[src/rtl/mru_ctrl.sv]
// mru_ctrl: input-side controller for the MRU stack datapath.
// Synchronizes and debounces four push-buttons on a divided tick, converts
// presses into round-robin arbitrated push requests on a valid/ready handshake,
// and raises a one-cycle stack clear after a long four-button hold.
// Optional build macro: MRU_CTRL_DEDUP_EN (drop presses that repeat the most
// recently pushed button id instead of pushing a duplicate).
module mru_ctrl #(
    parameter int TICK_DIV   = 4,
    parameter int DEBOUNCE   = 3,
    parameter int CLEAR_HOLD = 8
) (
    input  logic       clk,
    input  logic       rst,
    input  logic       b1,
    input  logic       b2,
    input  logic       b3,
    input  logic       b4,
    output logic       push_valid,
    output logic [2:0] push_id,
    input  logic       push_ready,
    output logic       clear,
    output logic       busy
);
    localparam int TW = $clog2(TICK_DIV);
    localparam int CW = $clog2(DEBOUNCE + 1);
    localparam int HW = $clog2(CLEAR_HOLD + 1);

    typedef enum logic [1:0] {S_IDLE, S_GRANT, S_COOLDOWN} state_t;

    logic [3:0]    w_btn;
    logic [3:0]    r_sync1, r_sync2;
    logic [TW-1:0] r_tick_cnt;
    logic          w_tick;
    logic [3:0]    r_deb, r_deb_q, w_rise;
    logic [CW-1:0] r_cnt [4];
    logic [HW-1:0] r_hold_cnt;
    logic          r_armed, r_lock, w_arm, w_all_on, w_all_off;
    state_t        r_state, w_state_nxt;
    logic [3:0]    r_pending, w_pend_nxt;
    logic [1:0]    r_ptr, w_ptr_nxt, r_gnt_idx, w_gnt_nxt, w_win_idx;
    logic [2:0]    r_last_id, w_last_nxt, r_id, w_id_nxt, w_win_id;
    logic          r_valid, w_valid_nxt, w_win_any, w_dup, w_fire;
    logic          r_clear, r_busy;

    assign w_btn     = {b4, b3, b2, b1};
    assign w_tick    = (r_tick_cnt == TW'(TICK_DIV - 1));
    assign w_rise    = r_deb & ~r_deb_q;
    assign w_all_on  = (r_deb == 4'b1111);
    assign w_all_off = (r_deb == 4'b0000);
    assign w_arm     = w_all_on && (r_hold_cnt == HW'(CLEAR_HOLD)) && !r_lock;
    assign w_win_id  = {1'b0, w_win_idx} + 3'd1;

`ifdef MRU_CTRL_DEDUP_EN
    assign w_dup = (w_win_id == r_last_id);
`else
    assign w_dup = 1'b0;
`endif

    assign push_valid = r_valid;
    assign push_id    = r_id;
    assign clear      = r_clear;
    assign busy       = r_busy;

    // Two-flop button synchronizer and free-running sample tick divider.
    always_ff @(posedge clk) begin
        if (!rst) begin
            r_sync1    <= '0;
            r_sync2    <= '0;
            r_tick_cnt <= '0;
        end else begin
            r_sync1    <= w_btn;
            r_sync2    <= r_sync1;
            r_tick_cnt <= w_tick ? '0 : r_tick_cnt + 1'b1;
        end
    end

    // Per-button debouncer: level changes only after DEBOUNCE differing ticks.
    always_ff @(posedge clk) begin
        if (!rst) begin
            r_deb   <= '0;
            r_deb_q <= '0;
            for (int i = 0; i < 4; i++) r_cnt[i] <= '0;
        end else begin
            r_deb_q <= r_deb;
            if (w_tick) begin
                for (int i = 0; i < 4; i++) begin
                    if (r_sync2[i] == r_deb[i]) begin
                        r_cnt[i] <= '0;
                    end else if (r_cnt[i] == CW'(DEBOUNCE - 1)) begin
                        r_deb[i] <= r_sync2[i];
                        r_cnt[i] <= '0;
                    end else begin
                        r_cnt[i] <= r_cnt[i] + 1'b1;
                    end
                end
            end
        end
    end

    // Long-hold detector; the lock blocks re-arming until all buttons are released.
    always_ff @(posedge clk) begin
        if (!rst) begin
            r_hold_cnt <= '0;
            r_armed    <= 1'b0;
            r_lock     <= 1'b0;
        end else begin
            if (w_tick) begin
                if (!w_all_on)
                    r_hold_cnt <= '0;
                else if (r_hold_cnt != HW'(CLEAR_HOLD))
                    r_hold_cnt <= r_hold_cnt + 1'b1;
            end
            if (w_fire)
                r_armed <= 1'b0;
            else if (w_arm)
                r_armed <= 1'b1;
            if (w_arm)
                r_lock <= 1'b1;
            else if (w_all_off)
                r_lock <= 1'b0;
        end
    end

    // Round-robin search: lowest offset from ptr with a pending bit wins.
    always_comb begin
        w_win_any = 1'b0;
        w_win_idx = r_ptr;
        for (int k = 3; k >= 0; k--) begin
            if (r_pending[r_ptr + 2'(k)]) begin
                w_win_any = 1'b1;
                w_win_idx = r_ptr + 2'(k);
            end
        end
    end

    // Next-state logic for the grant FSM, pending set and clear action.
    always_comb begin
        w_state_nxt = r_state;
        w_pend_nxt  = r_pending;
        w_ptr_nxt   = r_ptr;
        w_last_nxt  = r_last_id;
        w_valid_nxt = r_valid;
        w_id_nxt    = r_id;
        w_gnt_nxt   = r_gnt_idx;
        w_fire      = 1'b0;
        case (r_state)
            S_IDLE: begin
                if (r_armed) begin
                    w_fire = 1'b1;
                end else if (w_win_any) begin
                    if (w_dup) begin
                        w_pend_nxt[w_win_idx] = 1'b0;
                    end else begin
                        w_state_nxt = S_GRANT;
                        w_valid_nxt = 1'b1;
                        w_id_nxt    = w_win_id;
                        w_gnt_nxt   = w_win_idx;
                    end
                end
            end
            S_GRANT: begin
                if (push_ready) begin
                    w_pend_nxt[r_gnt_idx] = 1'b0;
                    w_ptr_nxt   = r_gnt_idx + 2'd1;
                    w_last_nxt  = r_id;
                    w_valid_nxt = 1'b0;
                    w_id_nxt    = 3'd0;
                    w_state_nxt = S_COOLDOWN;
                end
            end
            S_COOLDOWN: begin
                if (r_armed)
                    w_fire = 1'b1;
                else if (w_tick)
                    w_state_nxt = S_IDLE;
            end
            default: w_state_nxt = S_IDLE;
        endcase
        if (w_fire) begin
            w_pend_nxt  = 4'b0000;
            w_last_nxt  = 3'd0;
            w_ptr_nxt   = 2'd0;
            w_state_nxt = S_IDLE;
        end
        // A new press on the same edge as a clear of its bit is kept.
        w_pend_nxt = w_pend_nxt | w_rise;
    end

    // FSM, arbitration and output registers; busy tracks the next state/pending.
    always_ff @(posedge clk) begin
        if (!rst) begin
            r_state   <= S_IDLE;
            r_pending <= '0;
            r_ptr     <= '0;
            r_last_id <= '0;
            r_valid   <= 1'b0;
            r_id      <= '0;
            r_gnt_idx <= '0;
            r_clear   <= 1'b0;
            r_busy    <= 1'b0;
        end else begin
            r_state   <= w_state_nxt;
            r_pending <= w_pend_nxt;
            r_ptr     <= w_ptr_nxt;
            r_last_id <= w_last_nxt;
            r_valid   <= w_valid_nxt;
            r_id      <= w_id_nxt;
            r_gnt_idx <= w_gnt_nxt;
            r_clear   <= w_fire;
            r_busy    <= (w_state_nxt != S_IDLE) || (w_pend_nxt != 4'b0000);
        end
    end
endmodule
[config.mk]
export PLATFORM = sky130hd
export DESIGN_NAME = mru_ctrl
export DESIGN_NICKNAME = d
export VERILOG_FILES = /design/src/rtl/mru_ctrl.sv
export SDC_FILE = /design/constraint.sdc
export NUM_CORES = 1
export LEC_CHECK = 0
export BUFFER_PORTS_ARGS = -buffer_cell sky130_fd_sc_hd__buf_2
export CAP_MARGIN = 20
export CORE_MARGIN = 3
export CORE_UTILIZATION = 62
export CTS_BUF_LIST = sky130_fd_sc_hd__clkbuf_4
export CTS_CLUSTER_SIZE = 16
export DETAILED_ROUTE_END_ITERATION = 10
export PLACE_DENSITY = 0.81
export RECOVER_POWER = 25
export SYNTH_ARGS = -nofsm -noshare
export SYNTH_HDL_FRONTEND = slang
export SYNTH_SLANG_ARGS = --single-unit
[constraint.sdc]
create_clock -name clk -period 1.9 [get_ports clk]
set_input_delay 0.475 -clock clk [delete_from_list [all_inputs] [get_ports clk]]
set_output_delay 0.475 -clock clk [all_outputs]
set_load 0.1 [all_outputs]
==> reports/metrics.sh <==
MIN_PATH_TYPE='primary input to flop'
NUMBER_OF_BUFFERS_INSERTED_BY_PORT_BUFFERING=12
INITIAL_CORE_UTIL_PCT=66.98
WORSTSKEWPAIRLATENCY_NS=0.36
RSZ0062_AT_GRT='false'
SYNTH_TOP_AREA_SHARE_PCT=37.91
POWER.STATIC_LEAKAGE_nW=0.8908
ANTENNADIODECOUNT=0
MOST-COMMON-LAYOUT-CELLS='sky130_fd_sc_hd__dfxtp_1 (40), sky130_fd_sc_hd__nand2_1 (23), sky130_fd_sc_hd__inv_1 (16)'
STD_CELL_ROWS=20
HPWL_UM=2879
CP.REQUIRED_NS=2.18
PLACE_CONGESTION=0.9575
SYNTH_FP_NETS=237
WORST_MAX_SLEW_PIN_SLEW_NS=0.5602
YOSYS_WARNINGS=0
FINAL.HOLD.WORST_SLACK_NS=0.3083
DIE-AREA_UM2=4143
CTS_MAX_PATH_BUFFERS=2
VIAS_PER_CELL=5.928
HTREEDEPTH=2
NUMCTSBUFFERS=5
SEQCELLAREA_UM2=1041
STATUS='finished clean'
POSTSYNTHAREAPERCELL_UM2=9.688
PATH_MAX_FANOUT=7
SYNTH_EDF_COUNT=8
NUMBER_OF_SYNTHESIZED_REGISTER_BITS=48
YOSYSSEQAREASHARE_PCT=49.29
END_KIND='flop'
GRT_FIRST_PASS_WIRELENGTH_UM=7279
POSTCTSRESIZEDCELLS=0
SYNTHFLOPTYPE='sky130_fd_sc_hd__dfxtp_1'
DETAILEDROUTE.FIRSTITERATIONVIOLATIONS=172
ANTENNA_FOUND_INITIAL=0
POWER.SEQUENTIAL.FRACTION_PCT=60.6
SWITCHINGPOWER_W=0.0004006
ROUTED_WL_UM=4054
MIN_DELAY_PATH_DEPTH=2
GLOBAL_ROUTE.USAGE.TOTAL_PCT=22.72
DETAIL_ROUTE.WL_PER_CELL_UM=14.64
NETLIST-CELL-TYPE-COUNT=45
CLOCK_SINKS=48
CLOCK_TREE_FROM_TRITONCTS='yes'
DIE_X_UM=64.37
SLEW_VIOL_FINAL=0
POSTSYNTHCELLCOUNT=218
LEADING_CELL_TYPE_IN_THE_LAYOUT_FILL_AND_TAPS_EXCLUDED='sky130_fd_sc_hd__dfxtp_1'
CLOCK_PIN_SLEW_ON_THE_WORST_SETUP_AND_HOLD_PATHS_NS=0.14
LARGEST_NET_DEGREE_AT_THE_START_OF_GLOBAL_ROUTING=18
POST-ROUTE-PERIOD-UTIL_PCT=89.92
SLEW_HEADROOM_PCT=62.65
FF2FF_SETUP_SLACK_NS=0.19
MAX-VDD-IR-DROP_V=0.0006228
MAX_FREQ_MHz=585.3
PERIOD_MINUS_SLACK_NS=1.709
MULTI_INPUT_COMB_AREA_UM2=977.2
WORSTPATHARRIVAL_NS=1.98
DIE_Y_UM=64.37
SYNTH_LARGEST_AREA_CELL='sky130_fd_sc_hd__dfxtp_1'
ANT_NETS=0
SETUP_TOTAL_NEGATIVE_SLACK_NS=0
DRT_PRE_ANTENNA_ITERS=4
PROPORTION_OF_POWER_DRAWN_BY_COMBINATIONAL_GATES_PCT=5.8
POST-CTS-SETUP-BUFFER-COUNT=0
SYNTH_CELL_AREA_UM2=2112
SETUP.WORST_PATH.START_CLASS='flop'
HOLDBUFCOUNTCTS=0
FINAL.FILL_COUNT=260
GLOBAL_ROUTE.OVERFLOW_TOTAL=0
PIN_COUNT=13
POWER-PER-CELL-AREA_nW_PER_UM2=772.5
FINAL_LAYOUT_SIZE_SUFFIX_GT1_SHARE_PCT=12.88
VIAS=1642
CRITPATHKIND='flop to flop'
AREA_DELTA_SYNTH_FINAL_PCT=8.472
FINALHOLDVIOLCOUNT=0
ROOT_BUFFER='sky130_fd_sc_hd__clkbuf_4'
RR_WORST_DEPTH=6
SWITCHING_SHARE_PCT=22.64
DRC=0
DRV_CAP=0
CORE_AREA_UM2=3153
SKEW_NS=0.006432
ASYNC_FLOP_SHARE_PCT=0
FIRST_GLOBAL_VIAS=1658
FINALSETUPVIOLATIONS=0
SHARE_CLK_OF_TOTAL_POWER_PCT=33.6
SYNTH.AREA.TOP_CELLS='sky130_fd_sc_hd__dfxtp_1 (38%), sky130_fd_sc_hd__edfxtp_1 (11%), sky130_fd_sc_hd__ha_1 (7.1%)'
CELL_INTERNAL_PWR_W=0.001369
FINAL_NET_COUNT=251
## routing by layer
layer	up-vias	GRT usage, %	wire length (µm)
met1	787	25.53	1686
met2	52	40.72	2117
met4	0	9.235	58
li1	796	-	-
met3	7	5.624	191
met5	-	0	0
## layout make-up
| class | count | area share [%] |
|---|---|---|
| Clock buffer | 5 | 1.638 |
| Clock inverter | 3 | 1.857 |
| Inverter | 16 | 2.622 |
| Multi-Input combinational cell | 146 | 42.65 |
| Sequential cell | 48 | 45.44 |
| Tap cell | 44 | 2.403 |
| Timing Repair Buffer | 15 | 3.386 |
## critical path: stages, from the launching register on
cell                        delay, ns
sky130_fd_sc_hd__dfxtp_1         0.48
sky130_fd_sc_hd__nor2_1          0.08
sky130_fd_sc_hd__a2bb2oi_1       0.14
sky130_fd_sc_hd__o221ai_1        0.31
sky130_fd_sc_hd__inv_1           0.08
sky130_fd_sc_hd__ha_1            0.29
sky130_fd_sc_hd__a32o_1          0.24
## flip-flops by register name, summed over array words and instances, names as in the netlist, 2 cells and up
register and count:
push_id 3, r_cnt 8, r_deb 4, r_deb_q 4, r_gnt_idx 2, r_hold_cnt 4
r_pending 4, r_ptr 2, r_state 2, r_sync1 4, r_sync2 4, r_tick_cnt 2
## synth_stat cells (all sizes together), types with 2 or more instances
| library cell | instances |
|---|---|
| dfxtp | 40 |
| nor2b | 5 |
| nor4b | 2 |
| o21ai | 6 |
| nand2b | 7 |
| nor2 | 13 |
| ha | 12 |
| nor4 | 11 |
| edfxtp | 8 |
| buf | 3 |
| nand3 | 5 |
| inv | 16 |
| and2 | 12 |
| o21a | 2 |
| xnor2 | 4 |
| clkbuf | 5 |
| a21oi | 12 |
| a32o | 3 |
| nand2 | 23 |
| nand4b | 3 |
| nand4 | 4 |
| a32oi | 2 |
| nor3 | 2 |
## worst paths after layout
path | startpoint | end
max | r_pending[0]$_SDFF_PN0_ | push_id[1]$_SDFFE_PN0P_
min | b1 | r_sync1[0]$_SDFF_PN0_
max reg2reg | r_pending[0]$_SDFF_PN0_ | push_id[1]$_SDFFE_PN0P_
min reg2reg | r_tick_cnt[0]$_SDFF_PP0_ | r_tick_cnt[0]$_SDFF_PP0_
## per-stage QoR
stage	instances	instance area, µm²	worst slack [ns]	power (W)	utilization [%]
after floorplan	218	2112	0.3331	0.001167	-
after global placement	269	2216	0.2756	0.001191	70.28
after detailed placement	269	2216	0.2232	0.001198	70.28
after CTS	277	2296	0.1985	0.001783	72.82
after global routing	277	2291	0.06801	0.001852	72.66
final	277	2291	0.1915	0.001770	72.66
## power groups by stage
| stage | Clock [W] | Combinational [W] | Sequential, W |
|---|---|---|---|
| 2_1_floorplan | 0 | 0.0000672 | 0.00110 |
| 3_3_place_gp | 0 | 0.0000982 | 0.00109 |
| 3_5_place_dp | 0 | 0.000103 | 0.00109 |
| 4_1_cts | 0.000605 | 0.000105 | 0.00107 |
| 5_1_grt | 0.000657 | 0.000119 | 0.00108 |
| 6_report | 0.000594 | 0.000103 | 0.00107 |
## cells by family (layout without fill, tap and decap cells)
family	count (synthesis)	after routing	share of synthesized area, %
multiplexers	1	1	0.4740
XOR/XNOR	4	4	1.659
adder cells (fa/ha/maj)	12	12	7.109
flip-flops	48	48	49.29
AO/OA/AOI/OAI	34	34	11.08
AND/OR/NAND/NOR	95	95	25.95
buffers and inverters	24	39	4.443
(Power assumes the default switching activity.)
